<file path="src/rtl/hilo_pkg.sv">
// Shared definitions for the HI/LO multiply/divide unit: op encodings, FSM states, iteration count.
package hilo_pkg;

    localparam int unsigned W    = 32;
    localparam int unsigned ITER = 32;

    localparam logic [1:0] OP_MULT  = 2'b00;
    localparam logic [1:0] OP_MULTU = 2'b01;
    localparam logic [1:0] OP_DIV   = 2'b10;
    localparam logic [1:0] OP_DIVU  = 2'b11;

    typedef enum logic [1:0] {
        IDLE = 2'd0,
        RUN  = 2'd1,
        FIN  = 2'd2
    } state_t;

    // Absolute value for signed ops, pass-through for unsigned ones.
    function automatic logic [W-1:0] magnitude(input logic [W-1:0] x, input logic isSigned);
        return (isSigned && x[W-1]) ? W'(-x) : x;
    endfunction

endpackage

</file>
<file path="src/rtl/hilo_muldiv_if.sv">
// Execute/Writeback-side signal bundle of the HI/LO multiply/divide unit.
interface hilo_muldiv_if;
    import hilo_pkg::*;

    logic         startE;
    logic [1:0]   opE;
    logic [W-1:0] srcaE;
    logic [W-1:0] srcbE;
    logic         cancel;
    logic         wbweW;
    logic         wbselW;
    logic [W-1:0] wbdataW;
    logic         stallE;
    logic         busy;
    logic [W-1:0] hi_o;
    logic [W-1:0] lo_o;

    modport master (
        output startE, opE, srcaE, srcbE, cancel, wbweW, wbselW, wbdataW,
        input  stallE, busy, hi_o, lo_o
    );

    modport slave (
        input  startE, opE, srcaE, srcbE, cancel, wbweW, wbselW, wbdataW,
        output stallE, busy, hi_o, lo_o
    );
endinterface

</file>
<file path="src/rtl/div_step.sv">
// One restoring-division step on the {remainder, quotient} accumulator.
module div_step
    import hilo_pkg::*;
(
    input  logic [2*W-1:0] accIn,
    input  logic [W-1:0]   divisor,
    output logic [2*W-1:0] accOut
);
    logic [W:0]   partial;
    logic [W-1:0] diff;

    // 33-bit partial remainder after shifting in the next dividend bit
    assign partial = accIn[2*W-1:W-1];
    assign diff    = partial[W-1:0] - divisor;

    always_comb begin
        accOut = {partial[W-1:0], accIn[W-2:0], 1'b0};
        if (partial >= {1'b0, divisor}) begin
            accOut = {diff, accIn[W-2:0], 1'b1};
        end
    end
endmodule

</file>
<file path="src/rtl/hilo_muldiv.sv">
// Multi-cycle MULT/MULTU/DIV/DIVU unit with the HI/LO register pair and MTHI/MTLO port.
// Build option: MUL_ITERATIVE_EN selects a 32-step shift-add multiply instead of a combinational one.
module hilo_muldiv
    import hilo_pkg::*;
(
    input  logic          clk,
    input  logic          rst,
    hilo_muldiv_if.slave  bus
);
    state_t         state, stateNext;
    logic [4:0]     cnt;
    logic [2*W-1:0] acc;
    logic [W-1:0]   opnd;
    logic           isMul, negLo, negHi;
    logic [W-1:0]   hiReg, loReg;

    logic           load, commit;
    logic           opSigned, opDiv;
    logic [W-1:0]   magA, magB;
    logic [2*W-1:0] divNext, stepNext, product, prodFixed;
    logic [W-1:0]   hiNext, loNext;

    assign opSigned = (bus.opE == OP_MULT) || (bus.opE == OP_DIV);
    assign opDiv    = (bus.opE == OP_DIV)  || (bus.opE == OP_DIVU);
    assign magA     = magnitude(bus.srcaE, opSigned);
    assign magB     = magnitude(bus.srcbE, opSigned);

    div_step uDivStep (
        .accIn   (acc),
        .divisor (opnd),
        .accOut  (divNext)
    );

`ifdef MUL_ITERATIVE_EN
    logic [W:0]     mulSum;
    logic [2*W-1:0] mulNext;

    // Shift-add: conditionally add multiplicand to the upper half, then shift right
    assign mulSum   = {1'b0, acc[2*W-1:W]} + (acc[0] ? {1'b0, opnd} : {(W+1){1'b0}});
    assign mulNext  = {mulSum, acc[W-1:1]};
    assign stepNext = isMul ? mulNext : divNext;
    assign product  = acc;
`else
    assign stepNext = divNext;
    assign product  = {{W{1'b0}}, acc[W-1:0]} * {{W{1'b0}}, opnd};
`endif

    // State register
    always_ff @(posedge clk or negedge rst) begin
        if (!rst) begin
            state <= IDLE;
        end else begin
            state <= stateNext;
        end
    end

    // Next-state and control strobes
    always_comb begin
        stateNext = state;
        load      = 1'b0;
        commit    = 1'b0;
        case (state)
            IDLE: begin
                if (bus.startE && !bus.cancel) begin
                    load = 1'b1;
`ifdef MUL_ITERATIVE_EN
                    stateNext = RUN;
`else
                    stateNext = opDiv ? RUN : FIN;
`endif
                end
            end
            RUN: begin
                if (bus.cancel) begin
                    stateNext = IDLE;
                end else if (cnt == 5'(ITER - 1)) begin
                    stateNext = FIN;
                end
            end
            FIN: begin
                stateNext = IDLE;
                commit    = !bus.cancel;
            end
            default: stateNext = IDLE;
        endcase
    end

    // Sign correction of the finished result
    always_comb begin
        prodFixed = negLo ? -product : product;
        hiNext    = prodFixed[2*W-1:W];
        loNext    = prodFixed[W-1:0];
        if (!isMul) begin
            loNext = negLo ? -acc[W-1:0]     : acc[W-1:0];
            hiNext = negHi ? -acc[2*W-1:W]   : acc[2*W-1:W];
        end
    end

    // Operand latch and iteration datapath
    always_ff @(posedge clk or negedge rst) begin
        if (!rst) begin
            cnt   <= '0;
            acc   <= '0;
            opnd  <= '0;
            isMul <= 1'b0;
            negLo <= 1'b0;
            negHi <= 1'b0;
        end else if (load) begin
            cnt   <= '0;
            acc   <= {{W{1'b0}}, opDiv ? magA : magB};
            opnd  <= opDiv ? magB : magA;
            isMul <= !opDiv;
            negLo <= opSigned && (bus.srcaE[W-1] ^ bus.srcbE[W-1]);
            negHi <= opSigned && bus.srcaE[W-1];
        end else if (state == RUN) begin
            cnt   <= cnt + 5'd1;
            acc   <= stepNext;
        end
    end

    // HI/LO: the Execute commit overrides a same-edge Writeback write
    always_ff @(posedge clk or negedge rst) begin
        if (!rst) begin
            hiReg <= '0;
            loReg <= '0;
        end else if (commit) begin
            hiReg <= hiNext;
            loReg <= loNext;
        end else if (bus.wbweW) begin
            if (bus.wbselW) begin
                hiReg <= bus.wbdataW;
            end else begin
                loReg <= bus.wbdataW;
            end
        end
    end

    assign bus.stallE = !bus.cancel && ((bus.startE && state == IDLE) || state == RUN);
    assign bus.busy   = (state != IDLE);
    assign bus.hi_o   = hiReg;
    assign bus.lo_o   = loReg;
endmodule

</file>
<file path="src/flat_wrapper.sv">
// flat-port wrapper written by rule: the top's interface ports become plain ports
module hilo_muldiv_flat import hilo_pkg::*;
  (clk, rst, bus_startE, bus_opE, bus_srcaE, bus_srcbE, bus_cancel, bus_wbweW, bus_wbselW, bus_wbdataW, bus_stallE, bus_busy, bus_hi_o, bus_lo_o);
  hilo_muldiv_if bus_i ();
  input  logic clk;
  input  logic rst;
  input wire logic [$bits(bus_i.startE)-1:0] bus_startE;
  input wire logic [$bits(bus_i.opE)-1:0] bus_opE;
  input wire logic [$bits(bus_i.srcaE)-1:0] bus_srcaE;
  input wire logic [$bits(bus_i.srcbE)-1:0] bus_srcbE;
  input wire logic [$bits(bus_i.cancel)-1:0] bus_cancel;
  input wire logic [$bits(bus_i.wbweW)-1:0] bus_wbweW;
  input wire logic [$bits(bus_i.wbselW)-1:0] bus_wbselW;
  input wire logic [$bits(bus_i.wbdataW)-1:0] bus_wbdataW;
  output wire logic [$bits(bus_i.stallE)-1:0] bus_stallE;
  output wire logic [$bits(bus_i.busy)-1:0] bus_busy;
  output wire logic [$bits(bus_i.hi_o)-1:0] bus_hi_o;
  output wire logic [$bits(bus_i.lo_o)-1:0] bus_lo_o;
  assign bus_i.startE = bus_startE;
  assign bus_i.opE = bus_opE;
  assign bus_i.srcaE = bus_srcaE;
  assign bus_i.srcbE = bus_srcbE;
  assign bus_i.cancel = bus_cancel;
  assign bus_i.wbweW = bus_wbweW;
  assign bus_i.wbselW = bus_wbselW;
  assign bus_i.wbdataW = bus_wbdataW;
  assign bus_stallE = bus_i.stallE;
  assign bus_busy = bus_i.busy;
  assign bus_hi_o = bus_i.hi_o;
  assign bus_lo_o = bus_i.lo_o;
  hilo_muldiv u_core (.clk(clk), .rst(rst), .bus(bus_i));
endmodule
</file>
<file path="config.mk">
export PLATFORM = sky130hd
export DESIGN_NAME = hilo_muldiv_flat
export DESIGN_NICKNAME = d
export VERILOG_FILES = /design/src/rtl/hilo_pkg.sv /design/src/rtl/hilo_muldiv_if.sv /design/src/rtl/div_step.sv /design/src/rtl/hilo_muldiv.sv /design/src/flat_wrapper.sv
export SDC_FILE = /design/constraint.sdc
export NUM_CORES = 2
export LEC_CHECK = 0
export BUFFER_PORTS_ARGS = -buffer_cell sky130_fd_sc_hd__buf_4
export CELL_PAD_IN_SITES_DETAIL_PLACEMENT = 1
export CELL_PAD_IN_SITES_GLOBAL_PLACEMENT = 2
export CORE_ASPECT_RATIO = 0.5
export CORE_MARGIN = 1
export CORE_UTILIZATION = 41
export CTS_BUF_LIST = sky130_fd_sc_hd__clkbuf_4
export DETAILED_ROUTE_END_ITERATION = 7
export MAX_ROUTING_LAYER = met4
export PLACE_DENSITY_LB_ADDON = 0.1
export SETUP_SLACK_MARGIN = 0.5
export SYNTH_ARGS = -nofsm -noshare
export SYNTH_HDL_FRONTEND = slang
export SYNTH_SLANG_ARGS = --single-unit
</file>
<file path="constraint.sdc">
create_clock -name clk -period 10.7 [get_ports clk]
set_input_delay 1.605 -clock clk [delete_from_list [all_inputs] [get_ports clk]]
set_output_delay 1.605 -clock clk [all_outputs]
set_load 0.005 [all_outputs]
</file>
# Word level (Yosys, flattened, before mapping)
# Index checks and enable logic that the tools add are counted.
# word_totals
reg_bits	170
inputBits	104
output_inout_bits	66
word_cells	75
# classes
n_addsub	7
mul	1
n_lt_le_gt_ge	1
n_eq_ne	8
n_mux	28
bitwise	1
n_reduce_logical	20
# op_table
op	n
2-to-1 mux 32 bit	14
2-to-1 mux 64 bit	4
negator 32 bit	4
multiplier 32 x 32 -> 64 bit	1
negator 64 bit	1
>= comparator 33 x 32 -> 1 bit	1
subtractor 32 bit	1
2-to-1 mux 5 bit	2
2-to-1 mux 2 bit	4
nonzero test 2 bit	4
equality test 2 bit (second input constant)	3
logical AND 1 bit	6
AND reduction 2 bit	3
adder 5 x 1 -> 5 bit (second input constant)	1
equality test 5 bit (second input constant)	1
zero test 2 bit	2
!= test 2 x 1 -> 1 bit (second input constant)	2
case mux 2 bit (2 select lines)	1
logical OR 1 bit	3
2-to-1 mux 1 bit	3
!= test 3 x 2 -> 1 bit (second input constant)	1
equality test 2 x 1 -> 1 bit (second input constant)	1
zero test 1 bit	2
XOR 1 bit	1

# Longest topological paths before layout
# depth
ltp_word	6
depth_mapped	35

# Hierarchy
# Synthesis repeated with hierarchy kept, for this count alone.
# unflattened
cells_unflattened	5851
area_unflattened_um2	49556.3
# by_module_without_submodules
module	instances	cells_each	area_per_inst_um2	seq_area_each_um2
hilo_muldiv	1	5497	46992.6	4254.1
div_step	1	354	2563.7	0.0

# Least setup slack after synthesis
# OpenSTA, ideal clock, no wires.
# synth_timing
path_type	register to register
startpoint	register u_core.acc[13]
endpoint	register u_core.hiReg[21] (netlist: u_core.bus.hi_o[21])
setup_time_ps	137
arrival_time_ps	8817
required_time_ps	10563
setup_slack_ps	1746
path_stages_with_launch	34
path_buffers	3
period_less_slack_ps	8954
cell_sequence	dfrtp_1 clkbuf_1 clkbuf_1 and2_1 fa_1 fa_1 fa_1 inv_1 fa_1 inv_1 fa_1 inv_1 fa_1 inv_1 fa_1 inv_1 fa_1 inv_1 ha_1 clkbuf_1 and2_1 nand3_1 nor4_1 or3b_2 nand3b_1 a31oi_1 xnor2_1 a211o_1 or4b_1 or3_1 o41ai_2 xnor2_1 a211oi_1 a21oi_1
# synth_between
elab_chain_cells	5
# synth_lines
item	line_no	source
start: declaration	hilo_muldiv.sv:12	logic [2*W-1:0] acc;
start signal: assignment	hilo_muldiv.sv:110	acc <= {{W{1'b0}}, opDiv ? magA : magB};
start signal: assignment	hilo_muldiv.sv:117	acc <= stepNext;
multiplier 32 x 32 -> 64 bit (*)	hilo_muldiv.sv:45	assign product = {{W{1'b0}}, acc[W-1:0]} * {{W{1'b0}}, opnd};
negator 64 bit	hilo_muldiv.sv:90	prodFixed = negLo ? -product : product;
2-to-1 mux 64 bit (*)	hilo_muldiv.sv:90	
2-to-1 mux 32 bit (*)	hilo_muldiv.sv:93	if (!isMul) begin
2-to-1 mux 32 bit (*)	hilo_muldiv.sv:126	end else if (commit) begin
end signal: assignment	hilo_muldiv.sv:127	hiReg <= hiNext;
end signal: assignment	hilo_muldiv.sv:131	hiReg <= bus.wbdataW;
end: declaration	hilo_muldiv.sv:15	logic [W-1:0] hiReg, loReg;
# Mark *: on every way between the ends. The rest lies on a longest branch, timed or not.
# A chain may end at the register's enable or synchronous reset.

# Worst setup path after layout
# layout_timing
startpoint	register u_core.opnd[27]
endpoint	register u_core.hiReg[30] (netlist: u_core.bus.hi_o[30])
# layout_between
elab_chain_cells	5
# layout_lines
item	line_no	source
start: declaration	hilo_muldiv.sv:13	logic [W-1:0] opnd;
start signal: assignment	hilo_muldiv.sv:111	opnd <= opDiv ? magB : magA;
multiplier 32 x 32 -> 64 bit (*)	hilo_muldiv.sv:45	
negator 64 bit	hilo_muldiv.sv:90	
2-to-1 mux 64 bit (*)	hilo_muldiv.sv:90	
2-to-1 mux 32 bit (*)	hilo_muldiv.sv:93	
2-to-1 mux 32 bit (*)	hilo_muldiv.sv:126	
# Marked as above.

==> reports/metrics.yaml <==
global_routing:
  grt_pass1_vias: 44000
  gr-total-overflow: 0
  grt_pass1_wl_um: 287000
  grt_antenna_before_repair: 13
  track_usage_pct: 33.6
  grt_max_degree: 129
synthesis:
  synth_edf_count: 0
  ys_warn_count: 0
  synth_ff_type: "dfrtp_1"
  synth-async-reset-ratio_pct: 100
  yosysSeqAreaShare_pct: 8.86
  yosys.cell_types.count: 88
  syn_nets: 6967
  post_synth.cell_area_avg_um2: 8.48
  netlist_area_mm2: 0.0480
  syn-instance-count: 5663
  ys_seq_elements: 170
worst_setup_path:
  r2r-start: "u_core.opnd[27]$_DFFE_PN0P_"
  worstRegToRegCells: 26
  crit_type: "flip-flop to flip-flop"
  crit_arrival_ps: 10590
  critPathCaptureType: "flip-flop"
  worstPathMaxFanout: 31
  critical-path-slowest-cell: "dfrtp_2"
  crit_start: "u_core.opnd[27]$_DFFE_PN0P_"
  worst_path_most_repeated_cell: "fa_1"
  critPathRequiredTime_ps: 11350
  regToRegEndpoint: "u_core.bus.hi_o[30]$_DFFE_PN0P_"
  reg2reg_slack_ps: 760
  endpoint: "u_core.bus.hi_o[30]$_DFFE_PN0P_"
  startpoint_type: "flip-flop"
  critPathMaxStageDelay_ps: 990
sta:
  fin_setup_tns_ps: 0
  rsz0062_at_grt: "yes"
  max_freq_mhz: 101
  skew_ps: 68.8
  tightest_slew_ps: 1340
  finalHoldViolations: 0
  setup_viol: 0
  fin_crit_sh_pct: 92.9
  slew_headroom_pct: 10.1
  drv_slew: 0
  finalCriticalPeriod_ps: 9940
drt:
  wl_met2_um: 84900
  postRouteAntennaNets: 0
  wl_met1_um: 89900
  wl_met3_um: 11300
  wl_per_cell_um: 26.2
  first_pass_iters: 5
  drt_iter0_drc: 2771
  top_layer: "met4"
  drt_wl_total_um: 191000
  viasPerCell: 5.59
  drc: 0
  num_vias: 40700
final_layout:
  synthToLayoutAreaGrowth_pct: 8.11
  multiInputGateArea_mm2: 0.0389
  fin_nets: 6983
  layout_commonest_cell: "inv_1"
  fillers: 13600
  mostFrequentLayoutCells: "944 x inv_1, 897 x fa_1, 702 x nand2_1"
  drive_gt1_share_pct: 8.56
  seq_area_mm2: 0.00432
floorplanning:
  die_w_um: 486
  die_area_mm2: 0.119
  ios: 170
  fp-row-count: 88
  die_y_um: 244
  start_util_pct: 41.5
  core_area_mm2: 0.116
placed_design:
  gp_congestion: 0.933
  io_buffers: 169
  dpl.hpwl_um: 160000
clocking:
  cts_tree: "done"
  path_clk_slew_ps: 190
  cts_buffers: 17
  clk_path_buf_depth: 2
  clock_sinks: 170
  hold_buffers: 0
  cts-htree-levels: 4
  root_buffer: "clkbuf_4"
  clk_latency_ps: 810
run_status:
  status: "finished, final reports clean"
flow_run:
  maxCapViolations: 0
hold_path:
  hold_path.class: "flip-flop to flip-flop"
-- routing by layer --
layer / track usage, % / vias to the layer above
li1: - / 17700
met1: 47.7 / 21700
met2: 50.4 / 1116
met3: 4.68 / 174
met4: 7.93 / 0
met5: - / -
-- Yosys cell counts, types with 41 or more instances --
library cell	n	area [um2]
a21o_1	41	308
o21ai_0	208	1040
nor3_1	51	255
clkbuf_1	315	1180
a211oi_1	43	323
ha_1	303	3790
mux2i_1	81	811
buf_1	43	161
fa_1	897	18000
nor2_1	297	1110
a31oi_1	47	294
nand2_1	704	2640
and2_1	525	3280
a21oi_1	236	1180
nand3_1	74	370
xnor2_1	152	1330
dfrtp_1	170	4250
inv_1	944	3540
xor2_1	101	885
-- critical path, delay by kind of cell, from the launching register on --
family / cells / cell delay [ps]
simple gates: 6 / 1880
flops: 1 / 990
xor+xnor: 1 / 420
buf+inv: 3 / 160
compound gates: 7 / 1840
fa+ha+maj: 9 / 4470
-- stage by stage --
stage / area, um2 / std cells / util [%] / hold WS (ps) / worst slack, ps
after floorplan: 48000 / 5663 / - / 450 / 1750
after global placement: 51400 / 7227 / 44.4 / 470 / 157
after detailed placement: 51400 / 7227 / 44.4 / 484 / 143
after CTS: 51700 / 7259 / 44.7 / 508 / 533
after global routing: 51900 / 7272 / 44.9 / 582 / 464
final: 51900 / 7274 / 44.9 / 513 / 765
-- what timing repair did --
item / in CTS / in global routing
setup endpoints to repair: 2 / 22
buffers inserted: 0 / 8
pin swaps: 0 / 2
resized for setup: 14 / 44
-- sequential cells by signal, indices dropped and copies added, names as in the netlist --
register and count:
u_core.isMul 1, u_core.cnt 5, u_core.bus.lo_o 32, u_core.negHi 1, u_core.negLo 1, u_core.state 2, u_core.bus.hi_o 32, u_core.opnd 32
u_core.acc 64
-- cells by family (layout without fill, tap and decap cells) --
family                     count (synthesis)  in the layout  synth area share [%]
and+or+nand+nor                         1859           1859                  19.0
buffers and inverters                   1314           1343                  10.3
adders and majority gates               1200           1200                  45.3
AOI/OAI and AO/OA                        783            783                  10.2
xor gates and xnor gates                 253            253                  4.61
DFF                                      170            170                  8.86
muxes                                     84             84                  1.80
other                                      0              7                     0
-- worst min-delay path by stage --
stage	from	endpoint	slack (ps)	depth (start not counted)
2_1_floorplan	u_core.cnt[3]$_DFFE_PN0P_	u_core.cnt[3]$_DFFE_PN0P_	450	1
3_3_place_gp	u_core.cnt[3]$_DFFE_PN0P_	u_core.cnt[3]$_DFFE_PN0P_	470	1
3_5_place_dp	u_core.cnt[3]$_DFFE_PN0P_	u_core.cnt[3]$_DFFE_PN0P_	480	1
4_1_cts	u_core.cnt[3]$_DFFE_PN0P_	u_core.cnt[3]$_DFFE_PN0P_	510	1
5_1_grt	u_core.cnt[3]$_DFFE_PN0P_	u_core.cnt[3]$_DFFE_PN0P_	580	1
6_report	u_core.cnt[3]$_DFFE_PN0P_	u_core.cnt[3]$_DFFE_PN0P_	510	1
-- cell type report --
type / count / share of cell area (%)
Timing Repair Buffer: 365 / 5.45
Tap cell: 1575 / 3.79
Inverter: 946 / 6.84
Antenna cell: 7 / 0.0337
Multi-Input combinational cell: 4179 / 75.0
Clock buffer: 17 / 0.246
Clock inverter: 15 / 0.342
Sequential cell: 170 / 8.31
Power is not shown: default switching activity piles up to over one toggle a cycle in this logic, so the estimate is an artifact.
